==> src/rtl/frog_pkg.sv <==
// Shared constants and state encoding for the frog game controller.
package frog_pkg;

    // Game state; the numeric values are visible on o_state.
    typedef enum logic [1:0] {
        ST_PLAY = 2'd0,
        ST_HIT  = 2'd1,
        ST_WIN  = 2'd2,
        ST_OVER = 2'd3
    } state_t;

    // Playfield dimensions.
    localparam int GRID_COLS = 20;
    localparam int GRID_ROWS = 15;

    // Bus widths.
    localparam int COL_W   = 5;
    localparam int ROW_W   = 4;
    localparam int LEVEL_W = 7;
    localparam int LIVES_W = 2;
    localparam int HOLD_W  = 24;

endpackage

==> src/rtl/lane_hit_detect.sv <==
// Combinational frog-versus-car overlap test across all lanes.
module lane_hit_detect
    import frog_pkg::*;
#(
    parameter int NUM_LANES      = 4,
    parameter int FIRST_LANE_ROW = 1,
    parameter int NUM_COLS       = GRID_COLS
) (
    input  logic [COL_W*NUM_LANES-1:0] car_x,
    input  logic [COL_W-1:0]           frog_x,
    input  logic [ROW_W-1:0]           frog_y,
    output logic                       hit
);

    logic [NUM_LANES-1:0] lane_match;

    // One comparator per lane: the frog must sit on that lane's row and on
    // the car's single column. A car parked off-grid never matches.
    genvar gi;
    generate
        for (gi = 0; gi < NUM_LANES; gi++) begin : g_lane
            localparam int LANE_ROW = FIRST_LANE_ROW + gi;
            logic [COL_W-1:0] lane_col;
            assign lane_col       = car_x[COL_W*gi +: COL_W];
            assign lane_match[gi] = (frog_y == ROW_W'(LANE_ROW)) &&
                                    (frog_x == lane_col) &&
                                    (lane_col < COL_W'(NUM_COLS));
        end
    endgenerate

    assign hit = |lane_match;

endmodule

==> src/rtl/frog_game_ctrl.sv <==
// Game-state controller: collision/goal detection, lives, level, respawn.
module frog_game_ctrl
    import frog_pkg::*;
#(
    parameter int                NUM_LANES      = 4,
    parameter int                FIRST_LANE_ROW = 1,
    parameter int                GRID_COLS      = frog_pkg::GRID_COLS,
    parameter int                INIT_LIVES     = 3,
    parameter int                MAX_LEVEL      = 16,
    parameter logic [HOLD_W-1:0] HOLD_CYCLES    = 24'd12_500_000
) (
    input  logic                       i_Clk,
    input  logic                       i_Rst,
    input  logic [COL_W*NUM_LANES-1:0] i_car_x,
    input  logic [COL_W-1:0]           i_frog_x,
    input  logic [ROW_W-1:0]           i_frog_y,
    input  logic                       i_start,
    output logic [LEVEL_W-1:0]         o_level,
    output logic [LIVES_W-1:0]         o_lives,
    output logic [1:0]                 o_state,
    output logic                       o_frog_reset,
    output logic                       o_game_over
);

    localparam logic [LEVEL_W-1:0] LEVEL_FIRST = LEVEL_W'(1);
    localparam logic [LEVEL_W-1:0] LEVEL_TOP   = LEVEL_W'(MAX_LEVEL);
    localparam logic [LIVES_W-1:0] LIVES_START = LIVES_W'(INIT_LIVES);
    // Counter is loaded with N-1 so the freeze lasts exactly N cycles.
    localparam logic [HOLD_W-1:0]  HOLD_LOAD   = HOLD_CYCLES - HOLD_W'(1);

    state_t              state_reg,      state_next;
    logic [LEVEL_W-1:0]  level_reg,      level_next;
    logic [LIVES_W-1:0]  lives_reg,      lives_next;
    logic [HOLD_W-1:0]   hold_cnt_reg,   hold_cnt_next;
    logic                frog_reset_reg, frog_reset_next;
    logic                game_over_reg,  game_over_next;

    logic car_hit;
    logic at_goal;

    lane_hit_detect #(
        .NUM_LANES      (NUM_LANES),
        .FIRST_LANE_ROW (FIRST_LANE_ROW),
        .NUM_COLS       (GRID_COLS)
    ) u_lane_hit_detect (
        .car_x  (i_car_x),
        .frog_x (i_frog_x),
        .frog_y (i_frog_y),
        .hit    (car_hit)
    );

    // Row 0 is the goal row; no lane can live there.
    assign at_goal = (i_frog_y == '0);

    // Next-state, counter, level and lives update.
    always_comb begin
        state_next      = state_reg;
        level_next      = level_reg;
        lives_next      = lives_reg;
        hold_cnt_next   = hold_cnt_reg;
        frog_reset_next = 1'b0;

        case (state_reg)
            ST_PLAY: begin
                // A collision outranks reaching the goal.
                if (car_hit) begin
                    state_next    = ST_HIT;
                    lives_next    = (lives_reg != '0) ? lives_reg - LIVES_W'(1) : lives_reg;
                    hold_cnt_next = HOLD_LOAD;
                end else if (at_goal) begin
                    state_next    = ST_WIN;
                    hold_cnt_next = HOLD_LOAD;
                end
            end
            ST_HIT: begin
                if (hold_cnt_reg == '0) begin
                    if (lives_reg == '0) begin
                        state_next = ST_OVER;
                    end else begin
                        state_next      = ST_PLAY;
                        frog_reset_next = 1'b1;
                    end
                end else begin
                    hold_cnt_next = hold_cnt_reg - HOLD_W'(1);
                end
            end
            ST_WIN: begin
                if (hold_cnt_reg == '0) begin
                    level_next      = (level_reg < LEVEL_TOP) ? level_reg + LEVEL_W'(1) : level_reg;
                    state_next      = ST_PLAY;
                    frog_reset_next = 1'b1;
                end else begin
                    hold_cnt_next = hold_cnt_reg - HOLD_W'(1);
                end
            end
            ST_OVER: begin
                if (i_start) begin
                    level_next      = LEVEL_FIRST;
                    lives_next      = LIVES_START;
                    state_next      = ST_PLAY;
                    frog_reset_next = 1'b1;
                end
            end
            default: begin
                state_next = ST_PLAY;
            end
        endcase

        game_over_next = (state_next == ST_OVER);
    end

    // State and output registers; reset also aborts any hold in progress.
    always_ff @(posedge i_Clk or posedge i_Rst) begin
        if (i_Rst) begin
            state_reg      <= ST_PLAY;
            level_reg      <= LEVEL_FIRST;
            lives_reg      <= LIVES_START;
            hold_cnt_reg   <= '0;
            frog_reset_reg <= 1'b0;
            game_over_reg  <= 1'b0;
        end else begin
            state_reg      <= state_next;
            level_reg      <= level_next;
            lives_reg      <= lives_next;
            hold_cnt_reg   <= hold_cnt_next;
            frog_reset_reg <= frog_reset_next;
            game_over_reg  <= game_over_next;
        end
    end

    assign o_state      = state_reg;
    assign o_level      = level_reg;
    assign o_lives      = lives_reg;
    assign o_frog_reset = frog_reset_reg;
    assign o_game_over  = game_over_reg;

endmodule
==> config.mk <==
export PLATFORM = sky130hd
export DESIGN_NAME = frog_game_ctrl
export DESIGN_NICKNAME = d
export VERILOG_FILES = /design/src/rtl/frog_pkg.sv /design/src/rtl/lane_hit_detect.sv /design/src/rtl/frog_game_ctrl.sv
export SDC_FILE = /design/constraint.sdc
export NUM_CORES = 1
export LEC_CHECK = 0
export ABC_CLOCK_PERIOD_IN_PS = 2460
export CORE_AREA = 10 10 87 127
export CTS_CLUSTER_DIAMETER = 120
export DETAILED_ROUTE_END_ITERATION = 12
export DIE_AREA = 0 0 97 137
export PLACE_DENSITY = 0.59
export SETUP_SLACK_MARGIN = 0.3
export SYNTH_ARGS = -nofsm -noshare
export SYNTH_HDL_FRONTEND = slang
export SYNTH_HIERARCHICAL = 1
export SYNTH_SLANG_ARGS = --single-unit
export TNS_END_PERCENT = 30
==> constraint.sdc <==
create_clock -name i_Clk -period 2.46 [get_ports i_Clk]
set_input_delay 0.369 -clock i_Clk [delete_from_list [all_inputs] [get_ports i_Clk]]
set_output_delay 0.369 -clock i_Clk [all_outputs]
set_load 0.02 [all_outputs]
* Word-level counts from Yosys, hierarchy flattened
Cells that the tools add are included.
Word-level totals: register bits 37, input bits 32, RAM bits 0, output and inout port bits 13, latch bits 0, memories 0, ROM bits 0
Operators by class: divide/modulo/power cells 0, multiply operators 0, $add $sub $neg 3, reduce and logical (&&, ||, !) cells 21, equal/unequal tests 19, bitwise gates (word level) 0, shifts and indexed selects 0, muxes and demuxes 24, $lt $le $gt $ge 5
Operator list (number):
- 24-bit two-way mux | 3
- 24-bit one-hot mux with 2 select lines | 1
- 24-bit zero test | 1
- 24-bit by 1-bit subtractor with 24-bit output, second input constant | 1
- 7-bit two-way mux | 3
- 5-bit equality test | 4
- 5-bit less-than comparator, second input constant | 4
- 2-bit two-way mux | 9
- 7-bit one-hot mux with 2 select lines | 1
- 2-bit != test, second input constant | 6
- 4-bit by 2-bit equality test with 1-bit output, second input constant | 2
- 1-bit logical AND | 8
- 2-bit one-hot mux with 4 select lines | 1
- 4-bit AND reduction | 2
- 2-bit nonzero test | 4
- 7-bit by 1-bit adder with 7-bit output, second input constant | 1
- 7-bit by 5-bit less-than comparator with 1-bit output, second input constant | 1
- 2-bit equality test, second input constant | 3
- 4-bit by 1-bit equality test with 1-bit output, second input constant | 1
- 4-bit by 3-bit equality test with 1-bit output, second input constant | 1
- 2-bit zero test | 2
- 4-bit zero test | 1
- 1-bit two-way mux | 4
- 2-bit one-hot mux with 2 select lines | 1
- 7 further kinds | 7

* Longest topological paths before layout
Gate-level depths: netlist of run 1.
word-level depth 7, gate-level depth with buffers 12, depth with buffers taken out 9

* Cells and area by module
Netlist of run 1, hierarchy kept.
By module, submodules not included:
- frog_game_ctrl | cells each 246, area each 2243.4 sq um, times used 1, seq. area each 929.6 sq um
- lane_hit_detect | cells each 47, area each 315.3 sq um, times used 1, seq. area each 0.0 sq um

* Worst setup path before layout of run 1
No wires, ideal clock.
path kind input-to-reg, start input port i_frog_x[1], end register hold_cnt_reg[2], path buffers 3, path slack -0.213 ns, stages on the path 12, library setup time 0.121 ns, arrival time 2.552 ns, cells stage by stage buf_4 > xnor2_1 > nand4b_1 > a2111oi_0 > or4_1 > nand2b_1 > o21ai_1 > a21o_1 > buf_2 > buf_4 > nor2_1 > o22a_1
Between the ends: cells in the longest elaborated chain, start to end 6, elaborated cells on any way between the ends 17, classes of those cells 5 x eq/ne; 2 x mux; 10 x reduce/logical
Ends and longest elaborated chain:
- start, declared | RTL line frog_game_ctrl.sv:15 | input logic [COL_W-1:0] i_frog_x,
- 5-bit equality test | RTL line lane_hit_detect.sv:26 | (frog_x == lane_col) &&
- 1-bit logical AND | RTL line lane_hit_detect.sv:25 | assign lane_match[gi] = (frog_y == ROW_W'(LANE_ROW)) &&
- 1-bit logical AND | RTL line lane_hit_detect.sv:26
- 4-bit OR reduction (*) | RTL line lane_hit_detect.sv:31 | assign hit = |lane_match;
- net car_hit | RTL line frog_game_ctrl.sv:38 | logic car_hit;
- 3-bit != test (no source line) or 24-bit two-way mux (tied branches)
- 3-bit AND reduction (no source line) or 24-bit one-hot mux with 2 select lines (tied branches)
- end signal, assigned | RTL line frog_game_ctrl.sv:125 | hold_cnt_reg <= hold_cnt_next;
- end, declared | RTL line frog_game_ctrl.sv:34 | logic [HOLD_W-1:0] hold_cnt_reg, hold_cnt_next;
Mark *: on every way through the listed nets, which the timed path passes. The rest lies on a longest branch. A chain may end at the register's enable or synchronous reset.

* Worst setup path in the final report of run 1
start register hold_cnt_reg[0], end register hold_cnt_reg[20]
Between the ends: cells in the longest elaborated chain, start to end 3, elaborated cells on any way between the ends 6, classes of those cells 1 x add/sub; 1 x eq/ne; 2 x mux; 2 x reduce/logical
Ends and longest elaborated chain:
- 24-bit by 1-bit subtractor with 24-bit output or 24-bit zero test (tied branches)
- 24-bit two-way mux or 2-bit != test (tied branches)
- 24-bit one-hot mux with 2 select lines or 3-bit AND reduction (tied branches)
Several ways; a longest one is shown, not always the timed one. The select of a mux whose other input is x is not followed.

==> results.md, run 1 <==
* Area growth from synthesis to layout at 62.2%
* Clk root buf: clkbuf_16
* Syn Inst Count at 293
* Final worst-path cycle share at 105%
* Fin Hold WS at 0.497 ns
* Final Cell Area at 4150 um^2
* Site row count at 42
* # DRC at 0
* Compound-Gate Fraction of Synth Area at 18.5%
* Gr usage total at 11.9%
* Largest net degree at the start of global routing at 38
* Startpoint types: flip-flop
* Die area at 13300 um^2
* Clk sinks at 37
* Count of buffers from port buffering at 44
* Routed vias at 2660
* Syn avg cell area at 8.73 um^2
* Synth Flop Type: dfrtp_1
* First-pass GRT wire length at 13400 um
* Top post-synthesis cells by count: 34 x dfrtp_1, 30 x nor2_1, 20 x nand3_1, 19 x a21oi_1, 15 x o21ai_0
* Place WS at -0.733 ns
* Total congestion overflow at 0
* Number of nets in the layout at 439
* Max-Cap Viols at 0
* Sequential share of the synthesized area at 36.3%
* XOR/XNOR Fraction of Synth Area at 5.48%
* Post-DP Area at 3540 um^2
* Routed WL at 7940 um
* Largest family of logic cells by synthesized area: simple AND/OR/NAND/NOR gates
* Final setup vio count at 3
* Register area at 930 um^2
* Ports at 45
* Worst Slack Setup Final at -0.127 ns
* Starting DRT DRC Count at 145
* Status: finished with violations
* Worst Hold Class: primary input to asynchronous set/reset pin
* Avg Vias per Cell at 5.22
* Worst-path clk slew at 0.06 ns
* Simple-gate share of the synthesized area at 31.4%
* Yosys top cell by area: dfrtp_1
* Share of cells above drive strength 1 at 42.5%
* CP Capture Type: flip-flop
* Mapped Area at 2560 um^2
* Seq cells post-synth at 37
* Vias in the first global route at 2801
* Unrepaired setup endpoints after global routing: true
* Tmin final at 2.59 ns
* # diodes at 0
* Cts hold-fix bufs at 0
* Post-Synthesis Net Count at 333
* F_max at 0.387 GHz
* Area of the multi-input gates at 1920 um^2
* Pre-antenna DRT Iters at 4
* Critical Path RT at 2.68 ns
* Final HPWL DP at 5930 um
* Synth Area in Adders at 3.91%
* Area contributors post-synth: dfrtp_1 33%, nor2_1 4.4%, ha_1 3.9%, nand3_1 3.9%, xnor2_1 3.8%
* Top-area cell type share of the netlist area at 33.3%
* Routed WL per cell at 15.6 um
* Crit path DAT at 2.81 ns
* CTS buffer count at 5
* Post-synthesis mux area share at 0.391%
* Rel. slew slack at 64.7%
* Antenna violations before repair at 0
* TritonCTS clock tree: done
* VDD IR max at 575 uV
* Largest buffer count on any clock path at 2
* H-tree levels at 2
* Routability congestion estimate from global placement at 0.880
* Die Height at 137 um
* Post-synth EDFFs at 0
* Pwr Density at 862 nW/um^2
* Initial Utilization at 29.2%
* Remaining antenna violation count at 0
* Max Clock Skew at 0.00570 ns
* Dpl cells at 493
* Crit-path max FO at 5
* Post-synthesis cell type count at 57
* Violated checks: negative setup slack
* Floorplan Core Area at 8780 um^2
* Max reg flops at 24
* Clock latency on the worst-skew pair at 0.28 ns
* Die X at 97 um
* Worst slew pin tran at 0.529 ns
* Most common cell in the netlist: dfrtp_1
* Final Hold Viols at 0
* WS Path Type: flip-flop to flip-flop
* FILL cells at 828
* Post-synth ARST share at 100%
* Leakage at 0.00167 uW
* YS warnings at 6
* Final Non-Filler Cells at 510
* Slew Viols, Final at 0
power by group:
| part | internal [uW] | switching [uW] |
|---|---|---|
| clock | 506 | 258 |
| sequential | 702 | 59.4 |
| combinational | 1040 | 1010 |
| total | 2240 | 1330 |
cells by family after synthesis:
kind of cell             after synthesis
AO/OA/AOI/OAI                         73
XOR/XNOR                              16
adder cells (fa/ha/maj)                8
buffers and inverters                 21
flip-flops                            37
multiplexers                           1
AND/OR/NAND/NOR                      137
routing by layer:
layer | track usage [%] | vias to the layer above | share of wire, %
met5 | 0 | - | 0
met1 | 11.1 | 1285 | 37
met4 | 3.37 | 0 | 1.7
met2 | 24.6 | 50 | 57
met3 | 2.83 | 13 | 4.5
li1 | - | 1312 | -
critical path: stages (launching register included):
cell and delay, ns:
dfrtp_1 0.38, inv_1 0.06, ha_1 0.15, or3b_4 0.39
or4_4 0.50, or4b_4 0.55, or4_1 0.41, nand3_1 0.09
stage by stage:
stage	util [%]	TNS, ns	total power (uW)
after floorplan	-	-0.485	1630
after global placement	40.3	-15.43	2330
after detailed placement	40.3	-16.57	2360
after CTS	46.4	-0.323	3480
after global routing	47.3	-0.516	3800
final	47.3	-0.233	3580
final timing paths:
check | from | to | slack, ns | cells after the start
worst max register to register | hold_cnt_reg[0]$_DFFE_PP0P_ | hold_cnt_reg[20]$_DFFE_PP0P_ | -0.13 | 7
worst min register to register | o_lives[1]$_DFFE_PP1P_ | o_lives[1]$_DFFE_PP1P_ | 0.53 | 2
max in group asynchronous | i_Rst | o_lives[1]$_DFFE_PP1P_ | 1.60 | 3
worst max-delay path | hold_cnt_reg[0]$_DFFE_PP0P_ | hold_cnt_reg[20]$_DFFE_PP0P_ | -0.13 | 7
min in group i_Clk | o_lives[1]$_DFFE_PP1P_ | o_lives[1]$_DFFE_PP1P_ | 0.53 | 2
worst min-delay path | i_Rst | hold_cnt_reg[23]$_DFFE_PP0P_ | 0.50 | 3
repair_timing:
item,in CTS,in global routing
pin swaps,52,36
gates resized for setup,152,33
buffers inserted,4,4
gates cloned,1,0
setup endpoints to repair,36,34
cell usage in the layout, fill, tap and decap left out, types with 4 or more instances in the layout:
cell type,n
or4_4,4
inv_1,9
nand2_1,5
nor2_1,21
buf_6,17
o21ai_2,7
dlygate4sd2_1,8
o31ai_1,6
a21oi_2,4
or3_1,9
clkdlybuf4s50_1,15
clkbuf_16,5
clkdlybuf4s15_1,4
buf_4,52
nor2_4,4
a31oi_1,5
nor4_4,4
buf_2,7
nor3_1,4
nor2b_1,7
or4_1,6
and3_1,4
nor2_2,5
o21a_1,4
and3b_1,5
nand3_1,10
o21ai_0,8
clkbuf_2,5
nand3_2,10
ha_1,7
a21oi_1,14
xnor2_1,10
dfrtp_1,34
area by class of cell:
type | count | area share, %
Clock inverter | 2 | 0.905
Sequential cell | 37 | 22.4
Timing Repair Buffer | 111 | 22.9
Tap cell | 110 | 3.32
Inverter | 9 | 0.814
Clock buffer | 6 | 3.35
Multi-Input combinational cell | 235 | 46.4
No activity file was read; power rests on OpenSTA's default activity.
==> inputs of run 2 (changes only) <==
--- a/config.mk
+++ b/config.mk
@@ -10,10 +10,11 @@
 export CTS_CLUSTER_DIAMETER = 120
 export DETAILED_ROUTE_END_ITERATION = 12
 export DIE_AREA = 0 0 97 137
+export HOLD_SLACK_MARGIN = 0.12
 export PLACE_DENSITY = 0.59
+export REMOVE_ABC_BUFFERS = 1
 export SETUP_SLACK_MARGIN = 0.3
 export SYNTH_ARGS = -nofsm -noshare
 export SYNTH_HDL_FRONTEND = slang
 export SYNTH_HIERARCHICAL = 1
 export SYNTH_SLANG_ARGS = --single-unit
-export TNS_END_PERCENT = 30
==> run 2 against run 1 <==
Net effect:
- the run still ends with negative setup slack left
- non-clock buffer count grew 10
- sequential share of layout area shrank 1.2 points
- critical path depth is the same
- hold slack gained 0.011 ns
- sequential power grew 0.9%
- flip-flop and latch count is the same
- setup slack lost 0.043 ns
==> results.md, run 2 (synthesis gave the netlist of run 1 again) <==
* Status: finished with violations
* Violated checks: negative setup slack
* Antenna violations before repair at 0
* Slew Viols, Final at 0
* F_max at 0.380 GHz
* Die X at 97 um
* Final Non-Filler Cells at 520
* Crit-path max FO at 5
* Net Sw Frac at 39.2%
* Routability congestion estimate from global placement at 0.868
* Tmin final at 2.63 ns
* Max-Cap Viols at 0
* # DRC at 0
* Net switching power at 1520 uW
* Worst-path clk slew at 0.07 ns
* Vias in the first global route at 2924
* Most frequent cells in the layout: 50 x buf_4, 34 x dfrtp_1, 26 x buf_6
* Count of buffers from port buffering at 44
* Remaining antenna violation count at 0
* WS Path Type: flip-flop to flip-flop
* Routed vias at 2756
* Clock latency on the worst-skew pair at 0.29 ns
* Avg Vias per Cell at 5.30
* Max Clock Skew at 0.0113 ns
* Dpl cells at 495
* Pre-antenna DRT Iters at 4
* Share of cells above drive strength 1 at 48.3%
* Sequential power share at 19.8%
* Crit path DAT at 2.86 ns
* Leakage at 0.00174 uW
* Cts hold-fix bufs at 0
* Most common cell after layout, fill and taps aside: buf_4
* Design Power at 3880 uW
* Combinational Power Share at 63.2%
* Worst Slack Setup Final at -0.170 ns
* Max reg flops at 24
* H-tree levels at 2
* Fin util at 50.0%
* Startpoint types: flip-flop
* Gr usage total at 12.1%
* Rel. slew slack at 60.4%
* TritonCTS clock tree: done
* Internal power at 2360 uW
* Number of nets in the layout at 449
* Unrepaired setup endpoints after global routing: true
* First-pass GRT wire length at 13700 um
* CTS buffer count at 5
* Die Height at 137 um
* Critical Path RT at 2.69 ns
* Starting DRT DRC Count at 155
* Final worst-path cycle share at 107%
* Clk network pwr share at 17.0%
* Pwr Density at 883 nW/um^2
* Initial Utilization at 29.2%
* Floorplan Core Area at 8780 um^2
* Worst slew pin tran at 0.594 ns
* VDD IR max at 716 uV
* Slowest stage delay, CP at 0.57 ns
* Final Hold Viols at 0
* Clk sinks at 37
* Ports at 45
* Largest net degree at the start of global routing at 38
* Routed WL at 8660 um
* Total congestion overflow at 0
* Die area at 13300 um^2
* Worst Hold Class: primary input to asynchronous set/reset pin
* Area growth from synthesis to layout at 71.6%
* CP Capture Type: flip-flop
* Final setup vio count at 2
* Routed WL per cell at 16.7 um
* Site row count at 42
* Final HPWL DP at 5890 um
* # diodes at 0
* Clk root buf: clkbuf_16
* Critical-path top delay cell: or4b_4
* Largest buffer count on any clock path at 2
* CP dominant cell by count: or4_4
* Place WS at -0.782 ns
* Crit-path cells: inv_1 -> ha_2 -> or3b_4 -> or4_4 -> or4b_4 -> or4_4 -> nand3_2
run 2: area by class of cell:
class                      count  area, um^2
clock inverter                 3        25.0
multi-input combinational    235        2030
timing repair buffer         121        1110
inverter                       9        33.8
clock buffer                   5         125
sequential                    37         930
tap                          110         138
fill                         781        4390
run 2: power groups by stage:
stage / clock [uW] / combinational (uW) / sequential [uW]
6_report: 659 / 2450 / 769
5_1_grt: 697 / 2610 / 779
4_1_cts: 667 / 2240 / 765
3_5_place_dp: 0 / 1610 / 773
3_3_place_gp: 0 / 1590 / 772
2_1_floorplan: 0 / 677 / 842
run 2: worst paths after layout:
kind	from	endpoint	slack [ns]	cells past startpoint
max in group asynchronous	i_Rst	o_lives[0]$_DFFE_PP1P_	1.58	3
setup reg to reg	hold_cnt_reg[1]$_DFFE_PP0P_	hold_cnt_reg[20]$_DFFE_PP0P_	-0.17	7
min in group i_Clk	o_level[6]$_DFFE_PP0P_	o_level[6]$_DFFE_PP0P_	0.52	1
hold reg to reg	o_level[6]$_DFFE_PP0P_	o_level[6]$_DFFE_PP0P_	0.52	1
hold / removal	i_Rst	o_level[6]$_DFFE_PP0P_	0.51	3
setup / recovery	hold_cnt_reg[1]$_DFFE_PP0P_	hold_cnt_reg[20]$_DFFE_PP0P_	-0.17	7
run 2: per-layer routing:
layer  global-route usage [%]  vias to the layer above  part of all wire [%]
met3                     2.93                       25                   4.4
met2                     23.7                       70                    55
li1                         -                     1335                     -
met1                     12.0                     1326                    37
met5                        0                        -                     0
met4                     4.36                        0                   3.1
run 2: worst max-delay path, delay by kind of cell, from the launching register on:
family | cells | cell delay (ns)
flip-flops | 1 | 0.38
AND/OR/NAND/NOR | 5 | 1.95
adder cells (fa/ha/maj) | 1 | 0.17
buffers and inverters | 1 | 0.07
run 2: stage by stage:
step | setup TNS (ns) | cell area (um^2) | hold WS (ns)
finish | -0.320 | 4390 | 0.508
CTS | -0.316 | 4170 | 0.526
detailed placement | -16.78 | 3530 | 0.511
floorplan | -2.13 | 2490 | 0.444
global route | -0.522 | 4390 | 0.543
global placement | -15.82 | 3530 | 0.503
run 2: timing repair:
item | CTS | global route
resized for setup | 157 | 65
setup endpoints to repair | 35 | 34
buffers inserted | 13 | 3
pin swaps | 44 | 28
gates cloned | 1 | 0
==> inputs of run 3 (changes only) <==
==> constraint.sdc (replaced) <==
create_clock -name i_Clk -period 2.46 [get_ports i_Clk]
set_input_delay 0.615 -clock i_Clk [delete_from_list [all_inputs] [get_ports i_Clk]]
set_output_delay 0.615 -clock i_Clk [all_outputs]
set_load 0.02 [all_outputs]
==> run 3 against run 2 <==
Net effect:
- the flow still finishes with violations (negative setup slack)
- sequential share of layout area rose by 0.65 points
- fmax rose by 1.6%
- wire length fell by 5.9%
- global-route usage fell by 0.83 points
- clock power fell by 2%
- clock skew fell by 0.0020 ns
- critical path type unchanged
==> results.md, run 3 (synthesis gave the netlist of run 1 again) <==
* WS Path Type: flip-flop to flip-flop
* Site row count at 42
* First-pass GRT wire length at 12800 um
* Routed WL per cell at 15.7 um
* Die X at 97 um
* Number of nets in the layout at 450
* Total congestion overflow at 0
* Vias in the first global route at 2810
* Routed vias at 2718
* Final setup vio count at 15
* Design Power at 3560 uW
* Pre-antenna DRT Iters at 4
* VDD IR max at 622 uV
* Slew Viols, Final at 0
* Worst Slack Setup Final at -0.128 ns
* Clk root buf: clkbuf_16
* Most frequent cells in the layout: 58 x buf_4, 34 x dfrtp_1, 23 x nor2_1
* Die area at 13300 um^2
* Crit path DAT at 2.81 ns
* Remaining antenna violation count at 0
* Max reg flops at 24
* Clk sinks at 37
* Rel. slew slack at 58.5%
* Routability congestion estimate from global placement at 0.868
* Fin Hold WS at 0.512 ns
* Floorplan Core Area at 8780 um^2
* H-tree levels at 2
* Worst slew pin tran at 0.622 ns
* CTS buffer count at 5
* TritonCTS clock tree: done
* Startpoint types: flip-flop
* Status: finished with violations
* CP Capture Type: flip-flop
* Area growth from synthesis to layout at 66.5%
* # DRC at 0
* Unrepaired setup endpoints after global routing: true
* Antenna violations before repair at 0
* Count of buffers from port buffering at 44
* Violated checks: negative setup slack
* Max-Cap Viols at 0
* Setup tns final at -0.966 ns
* Pwr Density at 837 nW/um^2
* Die Height at 137 um
* Cts hold-fix bufs at 0
* Avg Vias per Cell at 5.22
* Starting DRT DRC Count at 184
* # diodes at 0
* Share of cells above drive strength 1 at 45.5%
* Area of the multi-input gates at 1950 um^2
* Ports at 45
* Largest buffer count on any clock path at 2
* Routed WL at 8160 um
* Largest net degree at the start of global routing at 38
* Gr usage total at 11.3%
* F_max at 0.386 GHz
* Leakage at 0.00172 uW
* Tmin final at 2.59 ns
* Crit-path max FO at 5
* Clock latency on the worst-skew pair at 0.29 ns
* Most common cell after layout, fill and taps aside: buf_4
* Final HPWL DP at 6010 um
* FILL cells at 809
* Max Clock Skew at 0.00936 ns
* Worst Hold Class: flip-flop to flip-flop
* Initial Utilization at 29.2%
* Final Hold Viols at 0
* Final worst-path cycle share at 105%
* Worst-path clk slew at 0.06 ns
* Critical Path RT at 2.68 ns
* Register area at 930 um^2
[run 3: layout make-up]
class                           instances  area share, %
Multi-Input combinational cell        235           45.8
Timing Repair Buffer                  122           24.9
Sequential cell                        37           21.8
Tap cell                              110           3.23
Clock buffer                            5           2.94
Inverter                                9          0.793
Clock inverter                          3          0.529
[run 3: per-stage QoR]
stage / utilization, % / setup slack [ns] / cell area [um^2] / std cells
CTS: 45.5 / -0.158 / 3990 / 514
detailed placement: 40.3 / -1.06 / 3540 / 496
global route: 48.5 / -0.184 / 4260 / 521
global placement: 40.3 / -0.966 / 3540 / 496
floorplan: - / -0.394 / 2490 / 281
finish: 48.5 / -0.128 / 4260 / 521
[run 3: path summary, 6_finish.rpt]
kind	start	cells past startpoint	endpoint	slack [ns]
max	hold_cnt_reg[3]$_DFFE_PP0P_	5	hold_cnt_reg[20]$_DFFE_PP0P_	-0.13
min	o_level[6]$_DFFE_PP0P_	1	o_level[6]$_DFFE_PP0P_	0.51
max reg2reg	hold_cnt_reg[3]$_DFFE_PP0P_	5	hold_cnt_reg[20]$_DFFE_PP0P_	-0.13
min reg2reg	o_level[6]$_DFFE_PP0P_	1	o_level[6]$_DFFE_PP0P_	0.51
max in group asynchronous	i_Rst	3	o_lives[1]$_DFFE_PP1P_	1.34
min in group asynchronous	i_Rst	3	hold_cnt_reg[8]$_DFFE_PP0P_	0.75
[run 3: critical path, cell delays in order (launching register included)]
cell,delay (ns)
dfrtp_1,0.38
or4_4,0.55
or4_4,0.53
or4b_4,0.57
or4_1,0.41
nand3_1,0.09
[run 3: metal layers]
metal	GRT usage (%)	wire length [um]	vias to the layer above	part of all wire, %
li1	-	-	1332	-
met1	11.4	3130	1318	38
met2	22.1	4550	58	56
met3	2.83	355	10	4.4
met4	3.29	117	0	1.4
met5	0	0	-	0
[run 3: repair_timing]
action                                  4_1_cts  5_1_grt
buffers inserted                              9        7
gates cloned                                  1        0
pin swaps                                    51       32
resized for setup                           114       93
endpoints found under the setup margin       35       37
endpoints found under the hold margin         0        0
[run 3: power by group]
group,total (uW),internal [uW],switching [uW]
clock,646,377,269
combinational,2150,1110,1050
sequential,764,702,61.3
